===== config.mk =====
export PLATFORM = sky130hd
export DESIGN_NAME = deser400_tp_scan_ctrl_flat
export DESIGN_NICKNAME = d
export VERILOG_FILES = /design/src/rtl/deser400_tp_scan_ctrl_if.sv /design/src/rtl/deser400_tp_scan_ctrl.sv /design/src/flat_wrapper.sv
export SDC_FILE = /design/constraint.sdc
export NUM_CORES = 1
export LEC_CHECK = 0
export CAP_MARGIN = 20
export CORE_UTILIZATION = 40
export DETAILED_ROUTE_END_ITERATION = 16
export SLEW_MARGIN = 20
export SYNTH_ARGS = -nofsm -noshare
export SYNTH_HDL_FRONTEND = slang
export SYNTH_SLANG_ARGS = --single-unit

===== constraint.sdc =====
create_clock -name clk -period 3.07 [get_ports clk]
set_input_delay 0.4605 -clock clk [delete_from_list [all_inputs] [get_ports clk]]
set_output_delay 0.4605 -clock clk [all_outputs]
set_load 0.02 [all_outputs]

===== src/rtl/deser400_tp_scan_ctrl_if.sv =====
// rtl/deser400_tp_scan_ctrl_if.sv - host/mux side signal bundle for the test-point scan controller
interface deser400_tp_scan_ctrl_if #(
    parameter int DWELL_W = 16,
    parameter int CNT_W   = 16
);
    logic               cfg_we;
    logic [6:0]         cfg_sela;
    logic [6:0]         cfg_selb;
    logic [6:0]         cfg_first;
    logic [6:0]         cfg_last;
    logic [DWELL_W-1:0] cfg_dwell;
    logic               start;
    logic               stop;
    logic               tpa;
    logic               tpb;
    logic [6:0]         sela;
    logic [6:0]         selb;
    logic               busy;
    logic               result_valid;
    logic [6:0]         result_sel;
    logic [CNT_W-1:0]   count_a;
    logic [CNT_W-1:0]   count_b;
    logic               done;

    modport master (
        output cfg_we, cfg_sela, cfg_selb, cfg_first, cfg_last, cfg_dwell, start, stop, tpa, tpb,
        input  sela, selb, busy, result_valid, result_sel, count_a, count_b, done
    );

    modport slave (
        input  cfg_we, cfg_sela, cfg_selb, cfg_first, cfg_last, cfg_dwell, start, stop, tpa, tpb,
        output sela, selb, busy, result_valid, result_sel, count_a, count_b, done
    );
endinterface


===== src/rtl/deser400_tp_scan_ctrl.sv =====
// rtl/deser400_tp_scan_ctrl.sv - test-point mux select driver with per-index edge-count scan
module deser400_tp_scan_ctrl #(
    parameter int DWELL_W = 16,
    parameter int CNT_W   = 16,
    parameter int SETTLE  = 3
) (
    input  logic                      clk,
    input  logic                      reset,
    deser400_tp_scan_ctrl_if.slave    bus
);
    typedef enum logic [1:0] {ST_IDLE, ST_SETTLE, ST_MEASURE, ST_REPORT} state_t;

    localparam logic [DWELL_W-1:0] SETTLE_LAST = DWELL_W'(SETTLE - 1);
    localparam logic [CNT_W-1:0]   CNT_MAX     = '1;

    state_t             state_q, state_d;
    logic [6:0]         sela_q, sela_d;
    logic [6:0]         selb_q, selb_d;
    logic [6:0]         last_q, last_d;
    logic [DWELL_W-1:0] dwell_q, dwell_d;
    logic [DWELL_W-1:0] timer_q, timer_d;
    logic [CNT_W-1:0]   cnt_a_q, cnt_a_d;
    logic [CNT_W-1:0]   cnt_b_q, cnt_b_d;
    logic               tpa_d_q, tpb_d_q;
    logic               edge_a, edge_b;
    logic               result_valid;
    logic               done;

    assign edge_a = bus.tpa & ~tpa_d_q;
    assign edge_b = bus.tpb & ~tpb_d_q;

    always_comb begin
        state_d      = state_q;
        sela_d       = sela_q;
        selb_d       = selb_q;
        last_d       = last_q;
        dwell_d      = dwell_q;
        timer_d      = timer_q;
        cnt_a_d      = cnt_a_q;
        cnt_b_d      = cnt_b_q;
        result_valid = 1'b0;
        done         = 1'b0;

        // selb is always host-owned; sela only while idle
        if (bus.cfg_we) selb_d = bus.cfg_selb;

        if (state_q != ST_IDLE && bus.stop) begin
            state_d = ST_IDLE;
        end else begin
            case (state_q)
                ST_IDLE: begin
                    if (bus.cfg_we) sela_d = bus.cfg_sela;
                    if (bus.start && !bus.stop) begin
                        sela_d  = bus.cfg_first;
                        last_d  = bus.cfg_last;
                        dwell_d = (bus.cfg_dwell == '0) ? DWELL_W'(1) : bus.cfg_dwell;
                        timer_d = '0;
                        cnt_a_d = '0;
                        cnt_b_d = '0;
                        state_d = ST_SETTLE;
                    end
                end
                ST_SETTLE: begin
                    if (timer_q == SETTLE_LAST) begin
                        timer_d = '0;
                        state_d = ST_MEASURE;
                    end else begin
                        timer_d = timer_q + DWELL_W'(1);
                    end
                end
                ST_MEASURE: begin
                    if (edge_a && cnt_a_q != CNT_MAX) cnt_a_d = cnt_a_q + CNT_W'(1);
                    if (edge_b && cnt_b_q != CNT_MAX) cnt_b_d = cnt_b_q + CNT_W'(1);
                    if (timer_q == dwell_q - DWELL_W'(1)) begin
                        timer_d = '0;
                        state_d = ST_REPORT;
                    end else begin
                        timer_d = timer_q + DWELL_W'(1);
                    end
                end
                ST_REPORT: begin
                    result_valid = 1'b1;
                    if (sela_q == last_q) begin
                        done    = 1'b1;
                        state_d = ST_IDLE;
                    end else begin
                        sela_d  = sela_q + 7'd1;
                        cnt_a_d = '0;
                        cnt_b_d = '0;
                        timer_d = '0;
                        state_d = ST_SETTLE;
                    end
                end
                default: state_d = ST_IDLE;
            endcase
        end
    end

    always_ff @(posedge clk or posedge reset) begin
        if (reset) begin
            state_q <= ST_IDLE;
            sela_q  <= '0;
            selb_q  <= '0;
            last_q  <= '0;
            dwell_q <= '0;
            timer_q <= '0;
            cnt_a_q <= '0;
            cnt_b_q <= '0;
            tpa_d_q <= 1'b0;
            tpb_d_q <= 1'b0;
        end else begin
            state_q <= state_d;
            sela_q  <= sela_d;
            selb_q  <= selb_d;
            last_q  <= last_d;
            dwell_q <= dwell_d;
            timer_q <= timer_d;
            cnt_a_q <= cnt_a_d;
            cnt_b_q <= cnt_b_d;
            tpa_d_q <= bus.tpa;
            tpb_d_q <= bus.tpb;
        end
    end

    assign bus.sela         = sela_q;
    assign bus.selb         = selb_q;
    assign bus.busy         = (state_q != ST_IDLE);
    assign bus.result_valid = result_valid;
    assign bus.result_sel   = (state_q == ST_REPORT) ? sela_q : 7'd0;
    assign bus.count_a      = cnt_a_q;
    assign bus.count_b      = cnt_b_q;
    assign bus.done         = done;
endmodule

===== src/flat_wrapper.sv =====
// flat-port wrapper written by rule: the top's interface ports become plain ports
module deser400_tp_scan_ctrl_flat 
#(
    parameter int DWELL_W = 16,
    parameter int CNT_W   = 16,
    parameter int SETTLE  = 3
)
  (clk, reset, bus_cfg_we, bus_cfg_sela, bus_cfg_selb, bus_cfg_first, bus_cfg_last, bus_cfg_dwell, bus_start, bus_stop, bus_tpa, bus_tpb, bus_sela, bus_selb, bus_busy, bus_result_valid, bus_result_sel, bus_count_a, bus_count_b, bus_done);
  deser400_tp_scan_ctrl_if #(.DWELL_W(DWELL_W), .CNT_W(CNT_W)) bus_i ();
  input  logic clk;
  input  logic reset;
  input wire logic [$bits(bus_i.cfg_we)-1:0] bus_cfg_we;
  input wire logic [$bits(bus_i.cfg_sela)-1:0] bus_cfg_sela;
  input wire logic [$bits(bus_i.cfg_selb)-1:0] bus_cfg_selb;
  input wire logic [$bits(bus_i.cfg_first)-1:0] bus_cfg_first;
  input wire logic [$bits(bus_i.cfg_last)-1:0] bus_cfg_last;
  input wire logic [$bits(bus_i.cfg_dwell)-1:0] bus_cfg_dwell;
  input wire logic [$bits(bus_i.start)-1:0] bus_start;
  input wire logic [$bits(bus_i.stop)-1:0] bus_stop;
  input wire logic [$bits(bus_i.tpa)-1:0] bus_tpa;
  input wire logic [$bits(bus_i.tpb)-1:0] bus_tpb;
  output wire logic [$bits(bus_i.sela)-1:0] bus_sela;
  output wire logic [$bits(bus_i.selb)-1:0] bus_selb;
  output wire logic [$bits(bus_i.busy)-1:0] bus_busy;
  output wire logic [$bits(bus_i.result_valid)-1:0] bus_result_valid;
  output wire logic [$bits(bus_i.result_sel)-1:0] bus_result_sel;
  output wire logic [$bits(bus_i.count_a)-1:0] bus_count_a;
  output wire logic [$bits(bus_i.count_b)-1:0] bus_count_b;
  output wire logic [$bits(bus_i.done)-1:0] bus_done;
  assign bus_i.cfg_we = bus_cfg_we;
  assign bus_i.cfg_sela = bus_cfg_sela;
  assign bus_i.cfg_selb = bus_cfg_selb;
  assign bus_i.cfg_first = bus_cfg_first;
  assign bus_i.cfg_last = bus_cfg_last;
  assign bus_i.cfg_dwell = bus_cfg_dwell;
  assign bus_i.start = bus_start;
  assign bus_i.stop = bus_stop;
  assign bus_i.tpa = bus_tpa;
  assign bus_i.tpb = bus_tpb;
  assign bus_sela = bus_i.sela;
  assign bus_selb = bus_i.selb;
  assign bus_busy = bus_i.busy;
  assign bus_result_valid = bus_i.result_valid;
  assign bus_result_sel = bus_i.result_sel;
  assign bus_count_a = bus_i.count_a;
  assign bus_count_b = bus_i.count_b;
  assign bus_done = bus_i.done;
  deser400_tp_scan_ctrl #(.DWELL_W(DWELL_W), .CNT_W(CNT_W), .SETTLE(SETTLE)) u_core (.clk(clk), .reset(reset), .bus(bus_i));
endmodule

### After elaboration in Yosys (flattened, before gate mapping)

Index checks and enable logic that the tools add are counted.

| word-level totals | value |
|---|---|
| output and inout bits | 56 |
| bits of input ports | 51 |
| register bits | 89 |
| word-level logic and storage cells | 78 |

| operators by class | value |
|---|---|
| muxes and demuxes | 26 |
| equality and inequality tests | 16 |
| bitwise gates (word level) | 5 |
| reduce and logical (&&, ||, !) cells | 16 |
| add/subtract/negate cells | 5 |

Operators by type and width:

| operator | number |
|---|---|
| $mux 16 | 7 |
| $pmux 16 s3 | 2 |
| $pmux 16 s4 | 1 |
| $add 16x1->16 const B | 3 |
| $ne 16x16->1 const B | 2 |
| $mux 7 | 4 |
| $eq 16x16->1 | 1 |
| $eq 16x2->1 const B | 1 |
| $logic_not 16->1 | 1 |
| $sub 16x1->16 const B | 1 |
| $pmux 7 s2 | 1 |
| $reduce_and 5->1 | 2 |
| $ne 3x1->1 const B | 3 |
| $reduce_and 3->1 | 3 |
| $mux 2 | 4 |
| $pmux 2 s4 | 1 |
| $add 7x1->7 const B | 1 |
| $eq 7x7->1 | 1 |
| $mux 1 | 6 |
| $ne 2x1->1 const B | 3 |
| $eq 2x2->1 const B | 2 |
| $logic_and 1x1->1 | 4 |
| $reduce_and 4->1 | 1 |
| $reduce_bool 2->1 | 2 |
| 8 further kinds | 11 |

### Depth between registers and ports, before layout

| logic depth | value |
|---|---|
| depth after elaboration | 5 |
| depth in mapped cells | 11 |
| depth with buffers taken out | 9 |

### Worst setup path before layout

No wires, ideal clock.

| path | value |
|---|---|
| path type | register to register |
| start | register u_core.dwell_q[0] |
| end | register u_core.state_q[0] |
| required time | 2,966 ps |
| library setup time | 104 ps |
| stages on the path, launching flop included | 12 |
| period minus slack after synthesis | 2,770 ps |
| path buffers | 2 |
| data arrival time | 2,666 ps |
| slack | 300 ps |
| cell sequence | dfrtp_1 > clkbuf_1 > inv_1 > ha_1 > or2b_2 > buf_12 > nor4_1 > mux2_1 > o211ai_2 > a41oi_4 > or4_1 > o311ai_1 |

| between the ends | value |
|---|---|
| longest elaborated chain between the ends | 4 |

RTL lines:

| element | line | RTL |
|---|---|---|
| start, declared | deser400_tp_scan_ctrl.sv:20 | `logic [DWELL_W-1:0] dwell_q, dwell_d;` |
| start signal, assigned | deser400_tp_scan_ctrl.sv:116 | `dwell_q <= dwell_d;` |
| $sub 16x1->16 | deser400_tp_scan_ctrl.sv:74 | `if (timer_q == dwell_q - DWELL_W'(1)) begin` |
| $eq 16x16->1 | deser400_tp_scan_ctrl.sv:74 |  |
| $ne 3x1->1 (no line) | - |  |
| $reduce_and 3->1 (no line) | - |  |
| end signal, assigned | deser400_tp_scan_ctrl.sv:112 | `state_q <= state_d;` |
| end, declared | deser400_tp_scan_ctrl.sv:16 | `state_t state_q, state_d;` |

Every way passes these cells.
A chain may end at the register's enable or synchronous reset.

### Final worst setup path

Ends and elaborated chain as after synthesis.

==> key figures <==
Synth
  – Synth Register Bits: 89
  – Sequential area share after synthesis: 40.4%
  – Synth warn: 0
  – Fraction of registers with async set/reset: 100%
  – Post-Syn Instances: 579
  – Post-synth EDFFs: 0
  – Yosys cell types: 75
  – Average cell area after synthesis: 9.52 um^2
  – Top FF cell, synth: dfrtp_1
  – Net Count, Synth: 640
  – Synthesized area: 0.00551 mm^2

Final layout
  – Share of cells above drive strength 1: 13.3%
  – Area delta synth->final: 28.3%
  – Final nets: 748
  – Layout fillers: 1,239
  – Fin area: 0.00707 mm^2
  – Post-route insts no fill: 867
  – Ant diodes: 0

Timing
  – Tmin final: 2.95 ns
  – Worst slew margin: 41.7%
  – Fmax: 339 MHz
  – Period utilization: 96.0%
  – Final Hold Slack: 0.456 ns
  – Final Max Tran Viols: 0
  – Final Skew: 0.00734 ns
  – Worst Setup Slack, final: 0.121 ns
  – Slew @ Worst Pin: 0.863 ns
  – Fin. Hold Viols: 0
  – Setup-failing EPs final: 0

Die
  – # rows: 42
  – Vert. Die Dim: 119 um
  – Starting Density: 41.3%
  – IO Count: 107
  – Chip width: 119 um
  – Die area: 0.0142 mm^2
  – Core area: 0.0133 mm^2

Detailed routing
  – Post-Route WL: 14.2 mm
  – DR vias/cell: 5.55
  – DR iter-0 viols: 270
  – Drt drc: 0
  – Via count: 4,812
  – Routed Antenna Nets: 0
  – Drt first pass iters: 5
  – Wire per inst: 16.4 um

Placement
  – Placed insts: 852
  – Number of port buffers: 106
  – DP Area: 0.00679 mm^2
  – Dpl ws: 0.133 ns
  – Routability cong.: 0.816
  – Post-detail-place hpwl: 10.4 mm

Critical path
  – Worst-path fanout max: 8
  – Worst EP required: 3.32 ns
  – Worst R2R Path Depth: 9
  – Reg2reg setup slack: 0.12 ns
  – R2R Path End: u_core.state_q[0]
  – Crit path kind: flip-flop to flip-flop
  – Reg-to-Reg Start: u_core.dwell_q[0]
  – CP startpoint kind: flip-flop
  – CP arrival: 3.20 ns
  – CP Capture Type: flip-flop

Global route
  – Grt peak-use layer: met2
  – Initial antenna violation count: 0
  – Largest net degree at the start of global routing: 64
  – Met2 global-route usage: 33.9%
  – GRT overflow: 0
  – M1 GR Usage: 28.3%
  – Met3 Usage GRT: 4.17%
  – Vias in the first global route: 4,842
  – Total GRT Usage: 21.2%
  – First-pass GRT wire length: 24.1 mm

Pwr
  – Leakage: 2.80 nW
  – Pwr per Cell Area: 681 mW/mm^2
  – Max IR drop VDD: 0.368 mV

Outcome
  – Outcome: finished clean

Clocking
  – CTS HTree Levels: 3
  – Clock Tree Buf Depth: 2
  – Root Driver: clkbuf_16
  – Worst-Skew Late Latency: 0.35 ns
  – CTS Sinks: 89
  – Num CTS Buffers: 9
  – Setup bufs post-CTS: 0
  – CTS tree: yes
  – Worst-path clk slew: 0.07 ns

Run
  – Max-cap violations: 0

Worst hold path
  – Worst hold path class: input pin to asynchronous set/reset pin
==> Yosys cell counts (12+ instances only) <==
master	count	area (um^2)
a21oi_1	16	80.1
clkbuf_1	19	71.3
dfrtp_1	89	2230
inv_1	22	82.6
mux2_2	32	360
nand2_1	46	173
nand3_1	30	150
nor2_1	58	218
nor3_1	19	95.1
nor4_1	12	75.1
o21ai_0	24	120
xnor2_1	25	219
xor2_1	23	201
==> how the worst max path moves through the flow <==
stage,startpoint,end
2_1_floorplan,reset,u_core.bus.count_a[0]
4_1_cts,u_core.dwell_q[0],u_core.timer_q[5]
5_1_grt,u_core.dwell_q[0],u_core.state_q[0]
6_report,u_core.dwell_q[0],u_core.state_q[0]
3_5_place_dp,u_core.dwell_q[0],u_core.timer_q[5]
3_3_place_gp,u_core.dwell_q[0],u_core.timer_q[12]
==> cell usage in the layout, fill, tap and decap left out, drive strengths merged, types with 13 or more instances in the layout <==
cell type / netlist / layout
clkdlybuf4s50: 0 / 106
dfrtp: 89 / 89
nor2: 58 / 58
nand2: 46 / 46
mux2: 33 / 33
nand3: 30 / 30
o21ai: 26 / 26
xnor2: 25 / 25
xor2: 23 / 23
inv: 22 / 21
nor3: 19 / 19
buf: 5 / 17
a21oi: 16 / 16
nor4: 14 / 14
clkbuf: 21 / 13
==> state kept, by name, indices dropped and copies added (netlist names), 2 cells and up <==
| signal | flops |
|---|---|
| u_core.timer_q | 16 |
| u_core.bus.selb | 7 |
| u_core.last_q | 7 |
| u_core.bus.count_b | 16 |
| u_core.dwell_q | 16 |
| u_core.bus.count_a | 16 |
| u_core.state_q | 2 |
| u_core.bus.sela | 7 |
==> kinds of logic after synthesis <==
kind of cell	after synthesis	share of synthesized area (%)
AND/OR/NAND/NOR	236	22.2
multiplexers	42	8.38
flip-flops	89	40.4
AO/OA/AOI/OAI	105	14.4
XOR/XNOR	49	8.06
adder cells (fa/ha/maj)	10	2.27
buffers and inverters	48	4.22
==> power breakdown <==
part	switching (mW)	total, mW	internal [mW]
clock network	0.459	1.03	0.568
registers	0.354	1.77	1.42
logic	1.07	2.02	0.947
total	1.88	4.82	2.93
==> metrics by stage <==
stage	setup TNS (ns)	util, %	total power, mW
global placement	0	50.9	3.74
global route	-0.00995	53.0	5.16
floorplan	0	-	3.16
detailed placement	0	50.9	3.80
finish	0	53.0	4.82
CTS	0	52.9	4.84
==> per-layer routing <==
| metal | share of wire (%) | routed length [um] |
|---|---|---|
| met4 | 2.2 | 308 |
| met5 | 0 | 0 |
| met3 | 4.7 | 669 |
| met1 | 46 | 6570 |
| met2 | 47 | 6690 |
==> worst max-delay path: stages (launching register included) <==
cell	delay, ns
dfrtp_1	0.45
inv_1	0.11
ha_1	0.20
or2b_2	0.40
nor4_1	0.36
mux2_1	0.37
o211ai_2	0.12
a41oi_4	0.25
or4_1	0.52
o311ai_1	0.08
==> layout make-up <==
cell class	instances	area [um^2]	area share, %
Clock buffer	13	250	3.54
Multi-Input combinational cell	442	3070	43.4
Sequential cell	89	2230	31.5
Tap cell	176	220	3.12
Timing Repair Buffer	123	1200	17.0
Inverter	22	83.8	1.19
Clock inverter	2	15.0	0.212
==> what timing repair did <==
action / 4_1_cts / 5_1_grt
endpoints found under the setup margin: 0 / 8
resized for setup: 0 / 2
hold buffers: 0 / 0
(Power assumes the default switching activity.)
